## src/rtl/pipe_track.sv

```systemverilog
// Write-back destination tracker for the ID/EX, EX/MEM and MEM/WB boundaries.
// Exports per-stage write info to the hazard unit and drives the GRF write port from WB.
module pipe_track #(
  parameter int TNEW_W = 5,
  parameter int DATA_W = 32
) (
  input  logic              clk,
  input  logic              reset,
  input  logic              ifStall,
  input  logic              ifWrGrf_Id,
  input  logic [4:0]        grfWa_Id,
  input  logic [TNEW_W-1:0] tNew_Id,
  input  logic [1:0]        wdSel_Id,
  input  logic [DATA_W-1:0] grfWd_Id,
  input  logic [DATA_W-1:0] pc_Id,
  input  logic [DATA_W-1:0] aluRes_Ex,
  input  logic [DATA_W-1:0] dmRd_Mem,
  output logic              ifWrGrf_IdToEx,
  output logic [4:0]        grfWa_IdToEx,
  output logic [TNEW_W-1:0] tNew_IdToEx,
  output logic [DATA_W-1:0] grfWd_IdToEx,
  output logic              ifWrGrf_ExToMem,
  output logic [4:0]        grfWa_ExToMem,
  output logic [TNEW_W-1:0] tNew_ExToMem,
  output logic [DATA_W-1:0] grfWd_ExToMem,
  output logic              ifWrGrf_MemToWb,
  output logic [4:0]        grfWa_MemToWb,
  output logic [TNEW_W-1:0] tNew_MemToWb,
  output logic [DATA_W-1:0] grfWd_MemToWb,
  output logic              grfWe,
  output logic [4:0]        grfWa,
  output logic [DATA_W-1:0] grfWd,
  output logic [DATA_W-1:0] pc_Wb
);

  localparam logic [1:0] SEL_ALU = 2'd1;
  localparam logic [1:0] SEL_DM  = 2'd2;

  // ID/EX
  logic              r_we_ex;
  logic [4:0]        r_wa_ex;
  logic [TNEW_W-1:0] r_tnew_ex;
  logic [1:0]        r_sel_ex;
  logic [DATA_W-1:0] r_wd_ex;
  logic [DATA_W-1:0] r_pc_ex;
  // EX/MEM
  logic              r_we_mem;
  logic [4:0]        r_wa_mem;
  logic [TNEW_W-1:0] r_tnew_mem;
  logic [1:0]        r_sel_mem;
  logic [DATA_W-1:0] r_wd_mem;
  logic [DATA_W-1:0] r_pc_mem;
  // MEM/WB
  logic              r_we_wb;
  logic [4:0]        r_wa_wb;
  logic [TNEW_W-1:0] r_tnew_wb;
  logic [DATA_W-1:0] r_wd_wb;
  logic [DATA_W-1:0] r_pc_wb;

  logic [TNEW_W-1:0] w_tnew_ex_dec;
  logic [TNEW_W-1:0] w_tnew_mem_dec;
  logic [DATA_W-1:0] w_wd_mem_next;
  logic [DATA_W-1:0] w_wd_wb_next;

  // tNew counts down by one per boundary and saturates at zero
  assign w_tnew_ex_dec  = (r_tnew_ex  == '0) ? '0 : r_tnew_ex  - 1'b1;
  assign w_tnew_mem_dec = (r_tnew_mem == '0) ? '0 : r_tnew_mem - 1'b1;

  assign w_wd_mem_next = (r_sel_ex  == SEL_ALU) ? aluRes_Ex : r_wd_ex;
  assign w_wd_wb_next  = (r_sel_mem == SEL_DM)  ? dmRd_Mem  : r_wd_mem;

  always_ff @(posedge clk) begin
    if (!reset) begin
      r_we_ex    <= 1'b0;
      r_wa_ex    <= '0;
      r_tnew_ex  <= '0;
      r_sel_ex   <= '0;
      r_wd_ex    <= '0;
      r_pc_ex    <= '0;
      r_we_mem   <= 1'b0;
      r_wa_mem   <= '0;
      r_tnew_mem <= '0;
      r_sel_mem  <= '0;
      r_wd_mem   <= '0;
      r_pc_mem   <= '0;
      r_we_wb    <= 1'b0;
      r_wa_wb    <= '0;
      r_tnew_wb  <= '0;
      r_wd_wb    <= '0;
      r_pc_wb    <= '0;
    end else begin
      if (ifStall) begin
        r_we_ex   <= 1'b0;
        r_wa_ex   <= '0;
        r_tnew_ex <= '0;
        r_sel_ex  <= '0;
        r_wd_ex   <= '0;
        r_pc_ex   <= '0;
      end else begin
        r_we_ex   <= ifWrGrf_Id;
        r_wa_ex   <= grfWa_Id;
        r_tnew_ex <= tNew_Id;
        r_sel_ex  <= wdSel_Id;
        r_wd_ex   <= grfWd_Id;
        r_pc_ex   <= pc_Id;
      end
      // Downstream stages never stall; a bubble simply flows through
      r_we_mem   <= r_we_ex;
      r_wa_mem   <= r_wa_ex;
      r_tnew_mem <= w_tnew_ex_dec;
      r_sel_mem  <= r_sel_ex;
      r_wd_mem   <= w_wd_mem_next;
      r_pc_mem   <= r_pc_ex;
      r_we_wb    <= r_we_mem;
      r_wa_wb    <= r_wa_mem;
      r_tnew_wb  <= w_tnew_mem_dec;
      r_wd_wb    <= w_wd_wb_next;
      r_pc_wb    <= r_pc_mem;
    end
  end

  assign ifWrGrf_IdToEx  = r_we_ex;
  assign grfWa_IdToEx    = r_wa_ex;
  assign tNew_IdToEx     = r_tnew_ex;
  assign grfWd_IdToEx    = r_wd_ex;
  assign ifWrGrf_ExToMem = r_we_mem;
  assign grfWa_ExToMem   = r_wa_mem;
  assign tNew_ExToMem    = r_tnew_mem;
  assign grfWd_ExToMem   = r_wd_mem;
  assign ifWrGrf_MemToWb = r_we_wb;
  assign grfWa_MemToWb   = r_wa_wb;
  assign tNew_MemToWb    = r_tnew_wb;
  assign grfWd_MemToWb   = r_wd_wb;

  // $zero is never written even when the instruction claims a write
  assign grfWe = r_we_wb & (r_wa_wb != 5'd0);
  assign grfWa = r_wa_wb;
  assign grfWd = r_wd_wb;
  assign pc_Wb = r_pc_wb;

endmodule

```

## config.mk

```make
export PLATFORM = sky130hd
export DESIGN_NAME = pipe_track
export DESIGN_NICKNAME = d
export VERILOG_FILES = /design/src/rtl/pipe_track.sv
export SDC_FILE = /design/constraint.sdc
export NUM_CORES = 1
export LEC_CHECK = 0
export BUFFER_PORTS_ARGS = -buffer_cell sky130_fd_sc_hd__buf_2
export CORE_AREA = 2 2 133 135
export CTS_CLUSTER_DIAMETER = 120
export DETAILED_ROUTE_END_ITERATION = 10
export DIE_AREA = 0 0 135 137
export GPL_TIMING_DRIVEN = 0
export PLACE_DENSITY = 0.76
export SLEW_MARGIN = 20
export SYNTH_ARGS = -nofsm -noshare
export SYNTH_HDL_FRONTEND = slang
export SYNTH_SLANG_ARGS = --single-unit
```

## constraint.sdc

```tcl
create_clock -name clk -period 1.7 [get_ports clk]
set_input_delay 0.425 -clock clk [delete_from_list [all_inputs] [get_ports clk]]
set_output_delay 0.425 -clock clk [all_outputs]
set_load 0.005 [all_outputs]
```

==> results of run 1 <==
## state kept, by name (all words and copies together), names as in the netlist
name and flops:
r_sel_mem 2, tNew_IdToEx 5, r_pc_ex 32, r_pc_mem 32, grfWa_IdToEx 5, ifWrGrf_IdToEx 1, tNew_ExToMem 5, grfWa_ExToMem 5
grfWd_ExToMem 32, r_sel_ex 2, ifWrGrf_MemToWb 1, tNew_MemToWb 5, grfWa 5, grfWd 32, ifWrGrf_ExToMem 1, grfWd_IdToEx 32
pc_Wb 32
## routing by layer
metal	vias up	track usage [%]	routed length (µm)
met3	37	5.370	1671
li1	2861	-	-
met4	0	7.234	505
met2	249	35.90	10210
met1	2631	24.43	8158
met5	-	0	0
## synthesized netlist by cell type
cell type	n
dfxtp_1	229
and2_1	155
nand2_1	131
a21boi_0	51
buf_4	44
clkbuf_1	18
a21boi_1	13
buf_2	9
nor2_1	8
buf_6	5
inv_1	5
ha_1	4
nand2b_1	3
nand3_1	3
o21ai_0	3
nor2b_1	2
nor3b_1	2
xnor2_1	2
and3_1	1
nand3b_1	1
nor2b_4	1
nor3_1	1
o21a_1	1
o41ai_2	1
or3_1	1
or4_1	1
or4b_1	1
xor2_1	1
## stage by stage
step	power (mW)	setup slack, ns	hold WS, ns	TNS (ns)
after floorplan	6.094	0.2826	0.4119	0
after global placement	6.529	0.1027	0.4134	0
after detailed placement	6.548	0.1314	0.4177	0
after CTS	11.93	-0.3857	0.08703	-0.3857
after global routing	12.22	-0.4154	0.09319	-0.4154
final	11.82	-0.3670	0.1056	-0.3670
## cells by family after synthesis
family                     Yosys count  synth area share (%)
buffers and inverters               81                 7.089
AOI/OAI and AO/OA                   69                 7.106
and+or+nand+nor                    311                 22.02
adders and majority gates            4                0.6850
DFF                                229                 62.74
xor gates and xnor gates             3                0.3597
## layout make-up
type | count | area [µm²] | area share (%)
timing repair buffer | 343 | 1722 | 16.98
inverter | 5 | 18.77 | 0.1850
antenna | 1 | 2.502 | 0.02467
sequential | 229 | 4587 | 45.23
clock inverter | 9 | 160.2 | 1.579
multi-input combinational | 387 | 2208 | 21.77
tap | 225 | 281.5 | 2.776
buffer | 76 | 499.2 | 4.922
clock buffer | 33 | 663.1 | 6.538
## what timing repair did
action	CTS	global route
pin swaps	1	0
resized for setup	2	1
endpoints found under the setup margin	1	1
buffers inserted	2	0
## worst min-delay path by stage
stage,startpoint,endpoint
CTS,grfWd_Id[31],grfWd_IdToEx[31]
floorplan,r_pc_mem[0],pc_Wb[0]
global placement,r_pc_mem[30],pc_Wb[30]
global route,pc_Id[7],r_pc_ex[7]
detailed placement,r_pc_ex[14],r_pc_mem[14]
finish,grfWd_Id[31],grfWd_IdToEx[31]
## power groups by stage
stage               combinational [mW]  clock, mW  sequential (mW)
floorplan                        0.330          0             5.76
global placement                 0.768          0             5.76
detailed placement               0.783          0             5.77
CTS                              0.791       5.49             5.65
global route                     0.866       5.68             5.67
finish                           0.779       5.39             5.65
## worst max-delay path, delay by kind of cell, from the launching register on
family,cells,cell delay (ns)
flip-flops,1,0.32
AND/OR/NAND/NOR,1,0.52
AO/OA/AOI/OAI,1,0.17
buffers and inverters,1,0.12
==> flow_summary.json, run 1 <==
{
  "status": "complete, but fails checks",
  "violations": "negative setup slack",
  "crit_path_end_kind": "output port",
  "rows": 48,
  "ys_seq_area_share_pct": 62.74,
  "fin_util_pct": 59.46,
  "slowest_delay_ns": 0.52,
  "io_pins": 343,
  "fp.dieW_um": 135,
  "cp.arrival_ns": 1.64,
  "worst_pin_slew_ns": 0.5859,
  "dieArea_um2": 18500,
  "holdPathStages": 2,
  "final_common_cell": "buf_2",
  "drt_wl_total_mm": 20.55,
  "grt.total_usage_pct": 20.52,
  "fill_cells": 1456,
  "power_density_nw_per_um2": 1165,
  "grt_max_degree": 15,
  "netlist_area_um2": 7307,
  "start_util_pct": 42.84,
  "path_cells": "or4_4, o21a_1, buf_2",
  "startpoint": "grfWa[3]",
  "fin_ws_ns": -0.3670,
  "finalNetCount": 1213,
  "postRouteAntennaNets": 0,
  "first_pass_iters": 4,
  "grt_pass1_wl_mm": 29.07,
  "fp.dieH_um": 137,
  "antenna_found_initial": 0,
  "viasPerCell": 4.417,
  "reg2reg_setup_slack_ns": 0.35,
  "place_hpwl_mm": 16.05,
  "avgSynthCellArea_um2": 10.48,
  "area_growth_pct": 38.80,
  "synth_cell_types": 28,
  "cp_max_fo": 2,
  "period_needed_ns": 2.067,
  "wl_per_cell_um": 15.71,
  "slew_viol_final": 0,
  "synth-seq-cells": 229,
  "cp-endpoint": "grfWe",
  "synth_cells": 697,
  "rsz0062_at_grt": "true",
  "startpoint_type": "register",
  "cts_tree": "built",
  "setup_viol": 1,
  "place_inst": 1263,
  "skew_ns": 0.01595,
  "core_um2": 17060,
  "hold_class": "in -> reg",
  "layout_worst_path_cycle_share_pct": 121.6,
  "fmax_ghz": 0.4838,
  "swShare_pct": 21.18,
  "ff2ff_path_depth": 5,
  "switchingPower_mw": 2.503,
  "p_leak_nw": 5.063,
  "hold_viol": 0,
  "grt_pass1_vias": 5470,
  "crit_slowest_cell": "or4_4",
  "initialDrtViolationCount": 226,
  "design_area_um2": 10140,
  "synth.largest_area_cell": "dfxtp_1",
  "place_area_um2": 9295,
  "synth_top_area_share_pct": 62.74,
  "rr_startpoint": "tNew_ExToMem[0]",
  "clkPwrFrac_pct": 45.6,
  "cts_buffers": 23,
  "seq_power_share_pct": 47.8,
  "yosys-top-cells-area": "dfxtp_1 63%, and2_1 13%, nand2_1 6.7%",
  "place.gp.congestion": 0.8623,
  "drv_cap": 0,
  "portBuffers": 341,
  "cts_buffer_depth": 3,
  "yosys_warnings": 0,
  "relSlewSlack_pct": 60.94,
  "p_int_mw": 9.314,
  "clk_pin_slew_ns": 0.06,
  "rr_endpoint": "tNew_MemToWb[1]",
  "clock_latency_ns": 0.51,
  "path_class": "reg -> out",
  "ir_worst_vdd_mv": 0.7422,
  "cts-root-buf": "clkbuf_16",
  "cts_sinks": 229,
  "drive_gt1_share_pct": 40.94,
  "postCtsHoldBufs": 0,
  "syn_nets": 845,
  "final_cells": 1308,
  "h-tree-depth": 1,
  "grt.overflow.total": 0,
  "drc_errors": 0,
  "final_cell_mix": "350 x buf_2, 227 x dfxtp_1, 155 x and2_1, 131 x nand2_1, 51 x a21boi_0",
  "pwr-share-comb_pct": 6.6,
  "routed-via-count": 5778,
  "cp.required_ns": 1.27
}
No activity file was read; power rests on OpenSTA's default activity.
==> run 2: changes to the inputs <==
==> config.mk (replaced) <==
export PLATFORM = sky130hd
export DESIGN_NAME = pipe_track
export DESIGN_NICKNAME = d
export VERILOG_FILES = /design/src/rtl/pipe_track.sv
export SDC_FILE = /design/constraint.sdc
export NUM_CORES = 1
export LEC_CHECK = 0
export CORE_AREA = 2 2 132 134
export CTS_CLUSTER_DIAMETER = 120
export DETAILED_ROUTE_END_ITERATION = 10
export DIE_AREA = 0 0 134 136
export DONT_BUFFER_PORTS = 1
export GPL_TIMING_DRIVEN = 0
export PLACE_DENSITY = 0.59
export SLEW_MARGIN = 20
export SYNTH_ARGS = -nofsm -noshare
export SYNTH_HDL_FRONTEND = slang
export SYNTH_SLANG_ARGS = --single-unit
==> run 2 against run 1 <==
Compared with the run above: the flow still finishes with violations (negative setup slack); total power shrank 4.4%; sequential power increased by 0.9%; global-route usage fell by 2.2 points; clock-buffer cell count is 2 higher; critical path depth down 1; critical endpoint unchanged; largest cell class unchanged.
==> flow_summary.json, run 2 (synthesized netlist as in run 1, its figures left out) <==
{
  "status": "complete, but fails checks",
  "violations": "negative setup slack",
  "min_to": "grfWd_IdToEx[27]",
  "rr_startpoint": "r_sel_ex[1]",
  "path_class": "reg -> out",
  "ff2ff_path_depth": 4,
  "design_area_um2": 8389,
  "postRouteAntennaNets": 0,
  "h-tree-depth": 1,
  "final_cell_mix": "228 x dfxtp_1, 155 x and2_1, 131 x nand2_1, 51 x a21boi_0, 44 x buf_4",
  "relSlewSlack_pct": 61.63,
  "place.gp.congestion": 0.7796,
  "ir_worst_vdd_mv": 0.7384,
  "cts_buffers": 24,
  "grt_pass1_vias": 4523,
  "grt.total_usage_pct": 18.36,
  "final_cells": 962,
  "multi_input_area_um2": 2205,
  "skew_ns": 0.006652,
  "slew_viol_final": 0,
  "cts_resized": 1,
  "post_cts_buffers": 0,
  "crit_path_end_kind": "output port",
  "place_hpwl_mm": 13.80,
  "startpoint": "grfWa[0]",
  "slowest_delay_ns": 0.51,
  "p_leak_nw": 3.413,
  "place_ws_ns": 0.07288,
  "final_common_cell": "dfxtp_1",
  "wl_per_cell_um": 18.41,
  "total_power_mw": 11.29,
  "layout_worst_path_cycle_share_pct": 115.4,
  "postCtsHoldBufs": 0,
  "cp.required_ns": 1.27,
  "io_pins": 343,
  "portBuffers": 0,
  "crit_slowest_cell": "or4_1",
  "fp.dieH_um": 136,
  "cts_sinks": 229,
  "grt_pass1_wl_mm": 25.65,
  "core_um2": 16880,
  "hold_class": "in -> reg",
  "drt_wl_total_mm": 17.72,
  "setup_viol": 1,
  "hold_viol": 0,
  "start_util_pct": 43.30,
  "period_needed_ns": 1.962,
  "drv_cap": 0,
  "area_growth_pct": 14.81,
  "hp-start": "grfWd_Id[27]",
  "cp.arrival_ns": 1.54,
  "routed-via-count": 4545,
  "power_density_nw_per_um2": 1346,
  "first_pass_iters": 4,
  "fin_ws_ns": -0.2618,
  "grt.overflow.total": 0,
  "seqCellArea_um2": 4586,
  "drc_errors": 0,
  "rsz0062_at_grt": "true",
  "drive_gt1_share_pct": 13.04,
  "fin_setup_tns_ns": -0.2618,
  "startpoint_type": "register",
  "rows": 48,
  "worst_pin_slew_ns": 0.5755,
  "fp.dieW_um": 134,
  "clk_pin_slew_ns": 0.06,
  "rr_endpoint": "grfWd_ExToMem[1]",
  "clock_latency_ns": 0.50,
  "place_inst": 922,
  "initialDrtViolationCount": 172,
  "cts-root-buf": "clkbuf_16",
  "cts_buffer_depth": 3,
  "path_cells": "or4_1, o21a_1",
  "antenna_found_initial": 1,
  "grt_max_degree": 14,
  "place_area_um2": 7589,
  "fmax_ghz": 0.5097,
  "dieArea_um2": 18220,
  "cts_tree": "built",
  "finalNetCount": 871,
  "reg2reg_setup_slack_ns": 0.21,
  "holdPathStages": 1,
  "cp_max_fo": 3,
  "fill_cells": 1529,
  "viasPerCell": 4.725
}
==> run 2: changes by cell type in the layout (fill, tap and decap cells not counted), sizes merged <==
cell	previous run	this run
buf	401	58
bufinv	4	2
clkinv	4	1
clkbuf	51	53
==> run 2: routing by layer <==
metal  wire length (µm)  global-route usage [%]  vias up
li1                   -                       -     2180
met1               6883                   22.19     2064
met2               8316                   29.52      255
met3               1876                   7.122       46
met4                639                   7.329        0
met5                  0                       0        -
==> run 2: where the power goes <==
part | leakage, nW | internal, mW | total (mW) | switching, mW
registers | 1.87 | 5.56 | 5.70 | 0.136
clock network | 0.393 | 3.22 | 5.17 | 1.94
logic | 1.15 | 0.201 | 0.428 | 0.227
==> run 2: how the worst max path moves through the flow <==
stage / depth (start not counted) / end
after floorplan: 2 / grfWe
after global placement: 5 / tNew_MemToWb[1]
after detailed placement: 3 / grfWd_ExToMem[1]
after CTS: 2 / grfWe
after global routing: 2 / grfWe
final: 2 / grfWe
==> run 2: layout make-up <==
class                   instances  share of cell area (%)
flip-flops and latches        229                   54.66
diodes                          1                 0.02983
clock inverters                 4                  0.8799
multi-input cells             387                   26.28
well taps                     225                   3.356
clock buffers                  35                   8.620
plain buffers                  76                   5.951
inverters                       5                  0.2237
==> run 2: critical path, delay by kind of cell (launching register included) <==
family	cells	cell delay (ns)
compound gates	1	0.19
flops	1	0.33
simple gates	1	0.51
==> run 2: metrics by stage <==
| stage | util [%] | hold WS [ns] |
|---|---|---|
| floorplan | - | 0.4119 |
| global route | 49.71 | 0.02226 |
| finish | 49.71 | 0.04134 |
| CTS | 49.70 | 0.02453 |
| global placement | 44.97 | 0.4127 |
| detailed placement | 44.97 | 0.4177 |
==> run 3: changes to the inputs <==
--- a/config.mk
+++ b/config.mk
@@ -5,13 +5,14 @@
 export SDC_FILE = /design/constraint.sdc
 export NUM_CORES = 1
 export LEC_CHECK = 0
-export CORE_AREA = 2 2 132 134
+export ABC_CLOCK_PERIOD_IN_PS = 1700
+export CORE_AREA = 2 2 133 135
 export CTS_CLUSTER_DIAMETER = 120
 export DETAILED_ROUTE_END_ITERATION = 10
-export DIE_AREA = 0 0 134 136
+export DIE_AREA = 0 0 135 137
 export DONT_BUFFER_PORTS = 1
 export GPL_TIMING_DRIVEN = 0
-export PLACE_DENSITY = 0.59
+export PLACE_DENSITY = 0.58
 export SLEW_MARGIN = 20
 export SYNTH_ARGS = -nofsm -noshare
 export SYNTH_HDL_FRONTEND = slang
==> run 3 against run 2 <==
Compared with the run above: clock-buffer cell count fell by 6; the flow still finishes with violations (negative setup slack); register-to-register slack about the same; via count is 1.2% higher; first-iteration DRC count increased by 11%; sequential power about the same; maximum frequency fell by 1.6%; global-route usage down 0.17 points; largest power group unchanged; final cell count stayed put; combinational power barely moved; utilization decreased by 0.33 points; flip-flop and latch count did not move; worst hold slack worse by 0.015 ns.
==> flow_summary.json, run 3 (synthesized netlist as in run 1, its figures left out) <==
{
  "status": "complete, but fails checks",
  "violations": "negative setup slack",
  "holdPathStages": 1,
  "layout_worst_path_cycle_share_pct": 117.3,
  "wl_met2_mm": 8.930,
  "fill_cells": 1551,
  "finalNetCount": 871,
  "path_class": "reg -> out",
  "setup_viol": 1,
  "diodes": 0,
  "area_growth_pct": 15.26,
  "rr_startpoint": "r_sel_ex[1]",
  "hold_viol": 0,
  "hp-start": "grfWd_Id[2]",
  "fin_ws_ns": -0.2945,
  "drv_cap": 0,
  "rr_endpoint": "grfWd_ExToMem[3]",
  "cts_buffer_depth": 3,
  "drive_gt1_share_pct": 13.70,
  "fin_util_pct": 49.38,
  "cts_sinks": 229,
  "fp.dieW_um": 135,
  "cp-endpoint": "grfWe",
  "viasPerCell": 4.780,
  "core_um2": 17060,
  "postRouteAntennaNets": 0,
  "period_needed_ns": 1.995,
  "cts-root-buf": "clkbuf_16",
  "first_pass_iters": 4,
  "hold_class": "in -> reg",
  "m1WireLength_mm": 7.157,
  "slew_viol_final": 0,
  "wl_per_cell_um": 19.01,
  "ff2ff_path_depth": 4,
  "fp.dieH_um": 137,
  "grt_pass1_wl_mm": 25.57,
  "place.gp.congestion": 0.7297,
  "worst_pin_slew_ns": 0.5585,
  "clk_pin_slew_ns": 0.06,
  "post_cts_buffers": 0,
  "p_leak_nw": 3.427,
  "startpoint": "grfWa[0]",
  "antenna_found_initial": 2,
  "cp.arrival_ns": 1.57,
  "power_density_nw_per_um2": 1371,
  "cts_buffers": 24,
  "skew_ns": 0.01588,
  "cp.required_ns": 1.27,
  "final_common_cell": "dfxtp_1",
  "place_hpwl_mm": 14.02,
  "rsz0062_at_grt": "true",
  "startpoint_type": "register",
  "slowest_delay_ns": 0.53,
  "routed-via-count": 4598,
  "crit_slowest_cell": "or4_1",
  "total_power_mw": 11.55,
  "met3_length_mm": 1.818,
  "crit_path_end_kind": "output port",
  "reg2reg_setup_slack_ns": 0.21,
  "clock_latency_ns": 0.51,
  "cp_max_fo": 3,
  "fmax_ghz": 0.5014,
  "cts_tree": "built",
  "path_cells": "or4_1, o21a_1",
  "portBuffers": 0,
  "io_pins": 343,
  "grt.overflow.total": 0,
  "grt.total_usage_pct": 18.19,
  "ir_worst_vdd_mv": 0.8965,
  "start_util_pct": 42.84,
  "drc_errors": 0,
  "dieArea_um2": 18500,
  "drt_wl_total_mm": 18.29,
  "initialDrtViolationCount": 191,
  "highest_layer": "met5",
  "rows": 48,
  "h-tree-depth": 1,
  "grt_max_degree": 15,
  "final_cell_mix": "227 x dfxtp_1, 155 x and2_1, 131 x nand2_1, 50 x a21boi_0, 44 x buf_4",
  "relSlewSlack_pct": 62.77,
  "grt_pass1_vias": 4478
}
-- run 3: how the worst min path moves through the flow --
stage	end	slack, ns
3_3_place_gp	r_pc_mem[23]	0.41
2_1_floorplan	pc_Wb[0]	0.41
4_1_cts	grfWd_IdToEx[2]	0.001
3_5_place_dp	r_pc_mem[7]	0.42
6_report	grfWd_IdToEx[2]	0.03
5_1_grt	r_pc_ex[18]	0.009
-- run 3: worst max-delay path: cells and delay by family, from the launching register on --
kind | cells | cell delay (ns)
AOI/OAI and AO/OA | 1 | 0.20
DFF | 1 | 0.33
and+or+nand+nor | 1 | 0.53
-- run 3: cell type report --
type	instances	area (µm²)	share of cell area (%)
Buffer	76	499.2	5.928
Clock buffer	29	659.4	7.829
Clock inverter	11	171.4	2.035
Inverter	5	18.77	0.2228
Multi-Input combinational cell	387	2205	26.18
Sequential cell	229	4587	54.46
Tap cell	225	281.5	3.343
-- run 3: routing by layer --
metal,vias up,global-route usage (%)
li1,2183,-
met1,2154,21.59
met2,223,30.91
met3,36,6.852
met4,2,5.150
met5,-,0
-- run 3: repair_timing --
item	4_1_cts	5_1_grt
gates resized for setup	1	2
hold buffers	0	0
setup endpoints to repair	1	2
cloned	0	0
-- run 3: power breakdown --
| part | internal, mW | leakage, nW | switching, mW | total, mW |
|---|---|---|---|---|
| Sequential | 5.56 | 1.87 | 0.138 | 5.70 |
| Combinational | 0.202 | 1.15 | 0.225 | 0.427 |
| Clock | 3.35 | 0.405 | 2.07 | 5.42 |
| Total | 9.12 | 3.43 | 2.43 | 11.5 |
-- run 3: metrics by stage --
stage | std cells | setup slack [ns] | TNS (ns) | hold slack (ns) | area (µm²)
detailed placement | 922 | 0.09248 | 0 | 0.4169 | 7589
floorplan | 697 | 0.2826 | 0 | 0.4119 | 7307
global route | 962 | -0.3324 | -0.3324 | 0.008836 | 8422
CTS | 962 | -0.3249 | -0.3249 | 0.001016 | 8421
finish | 962 | -0.2945 | -0.2945 | 0.02616 | 8422
global placement | 922 | 0.1295 | 0 | 0.4133 | 7589
